===== src/rtl/uno_pkg.sv =====
// Shared definitions for the PE unary (uno) datapath: mode encoding,
// default Q-format widths and the 0.75 normalisation constant.
package uno_pkg;

  typedef enum logic [1:0] {
    UNO_GEMM = 2'b00,
    UNO_DIV  = 2'b01,
    UNO_EXP  = 2'b10,
    UNO_LOG  = 2'b11
  } uno_mode_e;

  localparam int UNO_INT_BW = 5;
  localparam int UNO_FRA_BW = 10;
  localparam int UNO_MUL_BW = 1 + UNO_INT_BW + UNO_FRA_BW;

  // 0.75 in a Q format with fra fraction bits (0b11 followed by fra-2 zeros)
  function automatic int point_075(input int fra);
    return 3 << (fra - 2);
  endfunction

  localparam int POINT_075 = point_075(UNO_FRA_BW);

endpackage


===== src/rtl/lead_one_enc.sv =====
// Combinational leading-one encoder: index of the most significant set bit
// of i_x, plus a flag for the all-zero input (o_pos is 0 in that case).
module lead_one_enc #(
  parameter int  W  = 16,
  localparam int PW = (W > 1) ? $clog2(W) : 1
) (
  input  logic [W-1:0]  i_x,
  output logic [PW-1:0] o_pos,
  output logic          o_zero
);

  always_comb begin
    o_pos = '0;
    for (int i = 0; i < W; i++) begin
      if (i_x[i]) o_pos = PW'(i);
    end
  end

  assign o_zero = (i_x == '0);

endmodule


===== src/rtl/uno_var_gen_pipe.sv =====
// Two-stage, multi-lane variable generator for div/log (normalise, 0.75 - x_norm)
// and exp (floor/fraction split). Define UNO_VAR_GEN_EXC_EN to add exc_o flags.
module uno_var_gen_pipe
  import uno_pkg::*;
#(
  parameter int  LANES  = 4,
  parameter int  INT_BW = UNO_INT_BW,
  parameter int  FRA_BW = UNO_FRA_BW,
  localparam int MUL_BW = 1 + INT_BW + FRA_BW,
  localparam int SH_BW  = $clog2(MUL_BW) + 1
) (
  input  logic                        clk,
  input  logic                        rst_n,
  input  logic [1:0]                  gemm_uno,
  input  logic                        in_valid,
  output logic                        in_ready,
  input  logic [LANES*MUL_BW-1:0]     x_i,
  output logic                        out_valid,
  input  logic                        out_ready,
  output logic [LANES*MUL_BW-1:0]     var_o,
  output logic [LANES*SH_BW-1:0]      shift_o,
  output logic [LANES*(INT_BW+1)-1:0] int_o,
  output logic [1:0]                  mode_o
`ifdef UNO_VAR_GEN_EXC_EN
  ,
  output logic [LANES-1:0]            exc_o
`endif
);

  localparam int                PW   = $clog2(MUL_BW);
  localparam logic [MUL_BW-1:0] P075 = MUL_BW'(point_075(FRA_BW));

  function automatic logic [MUL_BW-1:0] norm_x(input logic [MUL_BW-1:0]       x,
                                               input logic signed [SH_BW-1:0] sh);
    logic [SH_BW-1:0] amt;
    amt = sh[SH_BW-1] ? $unsigned(-sh) : $unsigned(sh);
    return sh[SH_BW-1] ? (x >> amt) : (x << amt);
  endfunction

  logic                     r_vld_p1, r_vld_p2;
  logic                     w_adv_p1, w_adv_p2;
  uno_mode_e                r_mode_p1, r_mode_p2;
  logic [MUL_BW-1:0]        r_x_p1    [LANES];
  logic signed [SH_BW-1:0]  r_sh_p1   [LANES];
  logic [PW-1:0]            w_pos     [LANES];
  logic                     w_zero    [LANES];
  logic signed [SH_BW-1:0]  w_sh_p1   [LANES];
  logic signed [MUL_BW-1:0] w_var_p2  [LANES];
  logic signed [SH_BW-1:0]  w_sh_p2   [LANES];
  logic signed [INT_BW:0]   w_int_p2  [LANES];
  logic signed [MUL_BW-1:0] r_var_p2  [LANES];
  logic signed [SH_BW-1:0]  r_sh_p2   [LANES];
  logic signed [INT_BW:0]   r_int_p2  [LANES];

  assign w_adv_p2 = !r_vld_p2 || out_ready;
  assign w_adv_p1 = !r_vld_p1 || w_adv_p2;
  assign in_ready = w_adv_p1;

  for (genvar l = 0; l < LANES; l++) begin : g_lane
    lead_one_enc #(.W(MUL_BW)) u_loe (
      .i_x    (x_i[l*MUL_BW +: MUL_BW]),
      .o_pos  (w_pos[l]),
      .o_zero (w_zero[l])
    );
    assign w_sh_p1[l] = w_zero[l] ? '0 : SH_BW'(FRA_BW - 1) - SH_BW'(w_pos[l]);

    assign var_o[l*MUL_BW +: MUL_BW]            = r_var_p2[l];
    assign shift_o[l*SH_BW +: SH_BW]            = r_sh_p2[l];
    assign int_o[l*(INT_BW+1) +: (INT_BW+1)]    = r_int_p2[l];
  end

  // ---- stage 1: capture operands, mode and per-lane normalisation shift ----
  always_ff @(posedge clk or negedge rst_n) begin
    if (!rst_n) begin
      r_vld_p1 <= 1'b0;
    end else if (w_adv_p1) begin
      r_vld_p1 <= in_valid;
    end
  end

  always_ff @(posedge clk) begin
    if (w_adv_p1 && in_valid) begin
      r_mode_p1 <= uno_mode_e'(gemm_uno);
      for (int l = 0; l < LANES; l++) begin
        r_x_p1[l]  <= x_i[l*MUL_BW +: MUL_BW];
        r_sh_p1[l] <= w_sh_p1[l];
      end
    end
  end

  // ---- stage 2: mode-dependent var / shift / int ----
  always_comb begin
    for (int l = 0; l < LANES; l++) begin
      w_var_p2[l] = '0;
      w_sh_p2[l]  = '0;
      w_int_p2[l] = '0;
      unique case (r_mode_p1)
        UNO_DIV, UNO_LOG: begin
          w_var_p2[l] = P075 - norm_x(r_x_p1[l], r_sh_p1[l]);
          w_sh_p2[l]  = r_sh_p1[l];
        end
        UNO_EXP: begin
          w_int_p2[l] = r_x_p1[l][MUL_BW-1:FRA_BW];
          w_var_p2[l] = MUL_BW'(r_x_p1[l][FRA_BW-1:0]);
        end
        default: ;
      endcase
    end
  end

`ifdef UNO_VAR_GEN_EXC_EN
  logic [LANES-1:0] w_exc_p2, r_exc_p2;

  always_comb begin
    for (int l = 0; l < LANES; l++) begin
      w_exc_p2[l] = ((r_mode_p1 == UNO_DIV) && (r_x_p1[l] == '0)) ||
                    ((r_mode_p1 == UNO_LOG) && ($signed(r_x_p1[l]) <= 0));
    end
  end

  always_ff @(posedge clk or negedge rst_n) begin
    if (!rst_n)                     r_exc_p2 <= '0;
    else if (w_adv_p2 && r_vld_p1)  r_exc_p2 <= w_exc_p2;
  end

  assign exc_o = r_exc_p2;
`endif

  always_ff @(posedge clk or negedge rst_n) begin
    if (!rst_n) begin
      r_vld_p2  <= 1'b0;
      r_mode_p2 <= UNO_GEMM;
      for (int l = 0; l < LANES; l++) begin
        r_var_p2[l] <= '0;
        r_sh_p2[l]  <= '0;
        r_int_p2[l] <= '0;
      end
    end else if (w_adv_p2) begin
      r_vld_p2 <= r_vld_p1;
      if (r_vld_p1) begin
        r_mode_p2 <= r_mode_p1;
        for (int l = 0; l < LANES; l++) begin
`ifdef UNO_VAR_GEN_EXC_EN
          r_var_p2[l] <= w_exc_p2[l] ? '0 : w_var_p2[l];
`else
          r_var_p2[l] <= w_var_p2[l];
`endif
          r_sh_p2[l]  <= w_sh_p2[l];
          r_int_p2[l] <= w_int_p2[l];
        end
      end
    end
  end

  assign out_valid = r_vld_p2;
  assign mode_o    = r_mode_p2;

endmodule


===== config.mk =====
export PLATFORM = sky130hd
export DESIGN_NAME = uno_var_gen_pipe
export DESIGN_NICKNAME = d
export VERILOG_FILES = /design/src/rtl/uno_pkg.sv /design/src/rtl/lead_one_enc.sv /design/src/rtl/uno_var_gen_pipe.sv
export SDC_FILE = /design/constraint.sdc
export NUM_CORES = 1
export LEC_CHECK = 0
export CAP_MARGIN = 30
export CORE_MARGIN = 1.5
export CORE_UTILIZATION = 45
export DETAILED_ROUTE_END_ITERATION = 8
export GPL_TIMING_DRIVEN = 0
export PLACE_DENSITY = 0.65
export SYNTH_ARGS = -nofsm -noshare
export SYNTH_HDL_FRONTEND = slang
export SYNTH_SLANG_ARGS = --single-unit

===== constraint.sdc =====
create_clock -name clk -period 6.2 [get_ports clk]
set_input_delay 0.93 -clock clk [delete_from_list [all_inputs] [get_ports clk]]
set_output_delay 0.93 -clock clk [all_outputs]
set_load 0.01 [all_outputs]

==> impl_metrics.toml <==
[status]
status = "finished clean"

[yosys]
synth_edf_count = 86
syn_inst = 1634
yosys_warnings = 0
ys_ff_latch = 198
synth.distinct_cells = 92
synthFlopType = "dfrtp_1"
yosysSeqAreaShare = 0.356
syn_avg_cell_area_um2 = 9.26
synth_area_um2 = 15100
async_flop_share = 0.566
syn_nets = 1716

[die]
die_h_um = 186
start_util = 0.461
die-width_um = 186
rows = 66
core-area_um2 = 32800
design.die.area_um2 = 34700
io-pin-count = 182

[critical_path]
arrival_ns = 6.09
crit_chain = "buf_6 -> buf_2 -> buf_2 -> clkinv_1 -> ha_1 -> nand2b_2 -> xnor2_2 -> clkbuf_1 -> nand2_1 -> nand4b_1 -> o211ai_1 -> a21oi_1 -> ha_1 -> o21ai_0 -> nor4_1 -> clkdlybuf4s15_2 -> a311o_1 -> nor3b_1 -> xor2_1 -> o21ai_0"
path_class = "reg -> reg"
crit_slowest_cell = "clkbuf_1"
path_max_fanout = 10
critPathLaunchType = "register"
crit_required_ns = 6.53
end_kind = "register"
max_stage_delay_ns = 0.52

[global_route]
antenna_found_initial = 0
overflow = 0
grt_first_pass_wirelength_um = 85200
grt_use_total = 0.320
grt_pass1_vias = 13900
grt_max_degree = 99

[clock_network]
cts_tree = "done"
htree_levels = 4
clock_path_buffers = 2
holdBufCountCts = 0
post_cts_resized = 0
clk_latency_ns = 0.47
cts_num_sinks = 198
clk_pin_slew_ns = 0.08
numCtsBuffers = 17
clockRootBuffer = "clkbuf_16"
cts_setup_buffers = 0

[final_layout]
final_net_count = 1921
layout_commonest_cell = "nand2_1"
fin_util = 0.554
mostFrequentLayoutCells = "209 x nand2_1, 180 x clkdlybuf4s50_1, 177 x mux2i_1, 150 x nor2_1, 112 x dfrtp_1"
diodes = 0
area_growth_pct = 20.1
final_area_um2 = 18200
layout-drive-gt1-share = 0.103

[timing]
rsz0062_at_grt = "false"
clock_skew_ns = 0.0141
setup_violations = 0
max_freq_mhz = 174
hold_viol_final = 0
relSlewSlack = 0.311
worst_pin_slew_ns = 1.02
fin_crit_ns = 5.76
fin_crit_sh = 0.929
slew_violations = 0
finalSetupTns_ns = 0

[power_and_ir_drop]
combinationalPowerShare = 0.384
sw_frac_of_total = 0.372
clkPwrFrac = 0.249
peakVddDrop_mv = 0.228
switching_power_mw = 1.75
seqPwrFrac = 0.367
p_leak_nw = 7.37
power_density_nw_per_um2 = 259
p_int_mw = 2.96

[drt]
dr_total_vias = 14400
dr.pass1.iters = 6
drt_wl_total_um = 56000
wl_per_cell_um = 24.4
drtAntennaViolNets = 0
routed_via_density = 6.27
dr.first_iter.drc_count = 1514
drc = 0

[placed_design]
finalWeightedCongestion = 0.997
dp_hpwl_um = 43400
io_buffers = 181
dpl_cell_area_um2 = 17600

[min_path]
worstHoldPathType = "in -> async"

[job]
maxCapViolCount = 0
==> cell families (layout without fill, tap and decap cells) <==
group           count (synthesis)  in the layout  synth area share
xor+xnor                       54             54            0.0328
compound gates                348            348             0.162
fa+ha+maj                      12             12           0.00993
mux                           252            252             0.198
flops                         198            198             0.356
simple gates                  626            626             0.198
buf+inv                       144            362            0.0442
==> layout make-up <==
cell class | instances | area (um2)
clock inverters | 12 | 130
flip-flops and latches | 198 | 5390
inverters | 40 | 150
multi-input cells | 1292 | 9080
fillers | 3062 | 14600
plain buffers | 104 | 518
repair buffers | 186 | 1890
well taps | 442 | 553
clock buffers | 20 | 468
==> state kept, by name, summed over array words and instances, names as in the netlist <==
signal	cells
r_x_p1	64
out_valid	1
mode_o	2
r_vld_p1	1
var_o	64
r_sh_p1	20
r_mode_p1	2
int_o	24
shift_o	20
==> cell usage after synthesis (all sizes together), types with 5 or more instances <==
master | count | area [um2]
o31a | 9 | 78.8
mux4 | 30 | 679
ha | 12 | 150
a31oi | 13 | 81.3
nor2 | 150 | 563
o22ai | 14 | 87.6
o31ai | 29 | 228
o21ai | 50 | 250
or3 | 14 | 87.6
nor3 | 42 | 221
and3 | 24 | 150
a32oi | 7 | 61.3
nor2b | 20 | 125
o221ai | 8 | 76.3
a221oi | 24 | 210
nand2 | 209 | 785
mux2i | 181 | 1840
a211o | 5 | 43.8
a21o | 8 | 60.1
o211ai | 15 | 113
a22oi | 17 | 128
nand3 | 71 | 355
xnor2 | 32 | 295
or4 | 7 | 60.1
nor4 | 13 | 118
mux2 | 41 | 465
nor3b | 7 | 52.6
a21oi | 80 | 408
edfxtp | 86 | 2580
dfrtp | 112 | 2800
clkbuf | 50 | 189
xor2 | 22 | 200
o21bai | 11 | 82.6
buf | 54 | 329
inv | 37 | 139
nand4 | 11 | 68.8
a211oi | 12 | 113
and2 | 13 | 81.3
nand2b | 27 | 176
==> through the flow <==
step	hold slack (ns)	power [mW]	setup WS, ns	cells
after detailed placement	0.455	3.53	0.667	2262
after floorplan	0.432	2.75	1.73	1634
after global routing	0.294	4.92	0.0620	2294
after global placement	0.451	3.52	-0.310	2257
final	0.285	4.71	0.437	2294
after CTS	0.282	4.70	0.606	2294
==> worst max-delay path: cells and delay by family, from the launching register on <==
family	cells	cell delay [ns]
xor gates and xnor gates	2	0.66
AOI/OAI and AO/OA	5	0.82
adders and majority gates	2	0.56
buffers and inverters	6	2.01
and+or+nand+nor	5	1.17
DFF	1	0.36
==> final timing paths <==
kind / start / end / slack, ns / cells after the start
max reg2reg: r_sh_p1[2][0] / var_o[46] / 0.44 / 20
min: rst_n / shift_o[12] / 0.29 / 1
max: r_sh_p1[2][0] / var_o[46] / 0.44 / 20
max in group asynchronous: rst_n / int_o[6] / 5.16 / 2
min reg2reg: shift_o[9] / shift_o[9] / 0.47 / 2
min in group clk: shift_o[9] / shift_o[9] / 0.47 / 2
==> power by group through the flow <==
| stage | logic [mW] | clock network [mW] | registers [mW] |
|---|---|---|---|
| floorplan | 1.00 | 0 | 1.75 |
| global placement | 1.76 | 0 | 1.75 |
| detailed placement | 1.78 | 0 | 1.75 |
| CTS | 1.79 | 1.18 | 1.72 |
| global route | 1.94 | 1.24 | 1.75 |
| finish | 1.81 | 1.18 | 1.73 |
==> metal layers <==
layer / vias up / track usage / part of all wire
met1: 7042 / 0.429 / 0.43
li1: 6516 / - / -
met5: - / 0 / 0
met3: 122 / 0.0638 / 0.078
met2: 698 / 0.508 / 0.46
met4: 0 / 0.125 / 0.035
No activity file was read; power rests on OpenSTA's default activity.
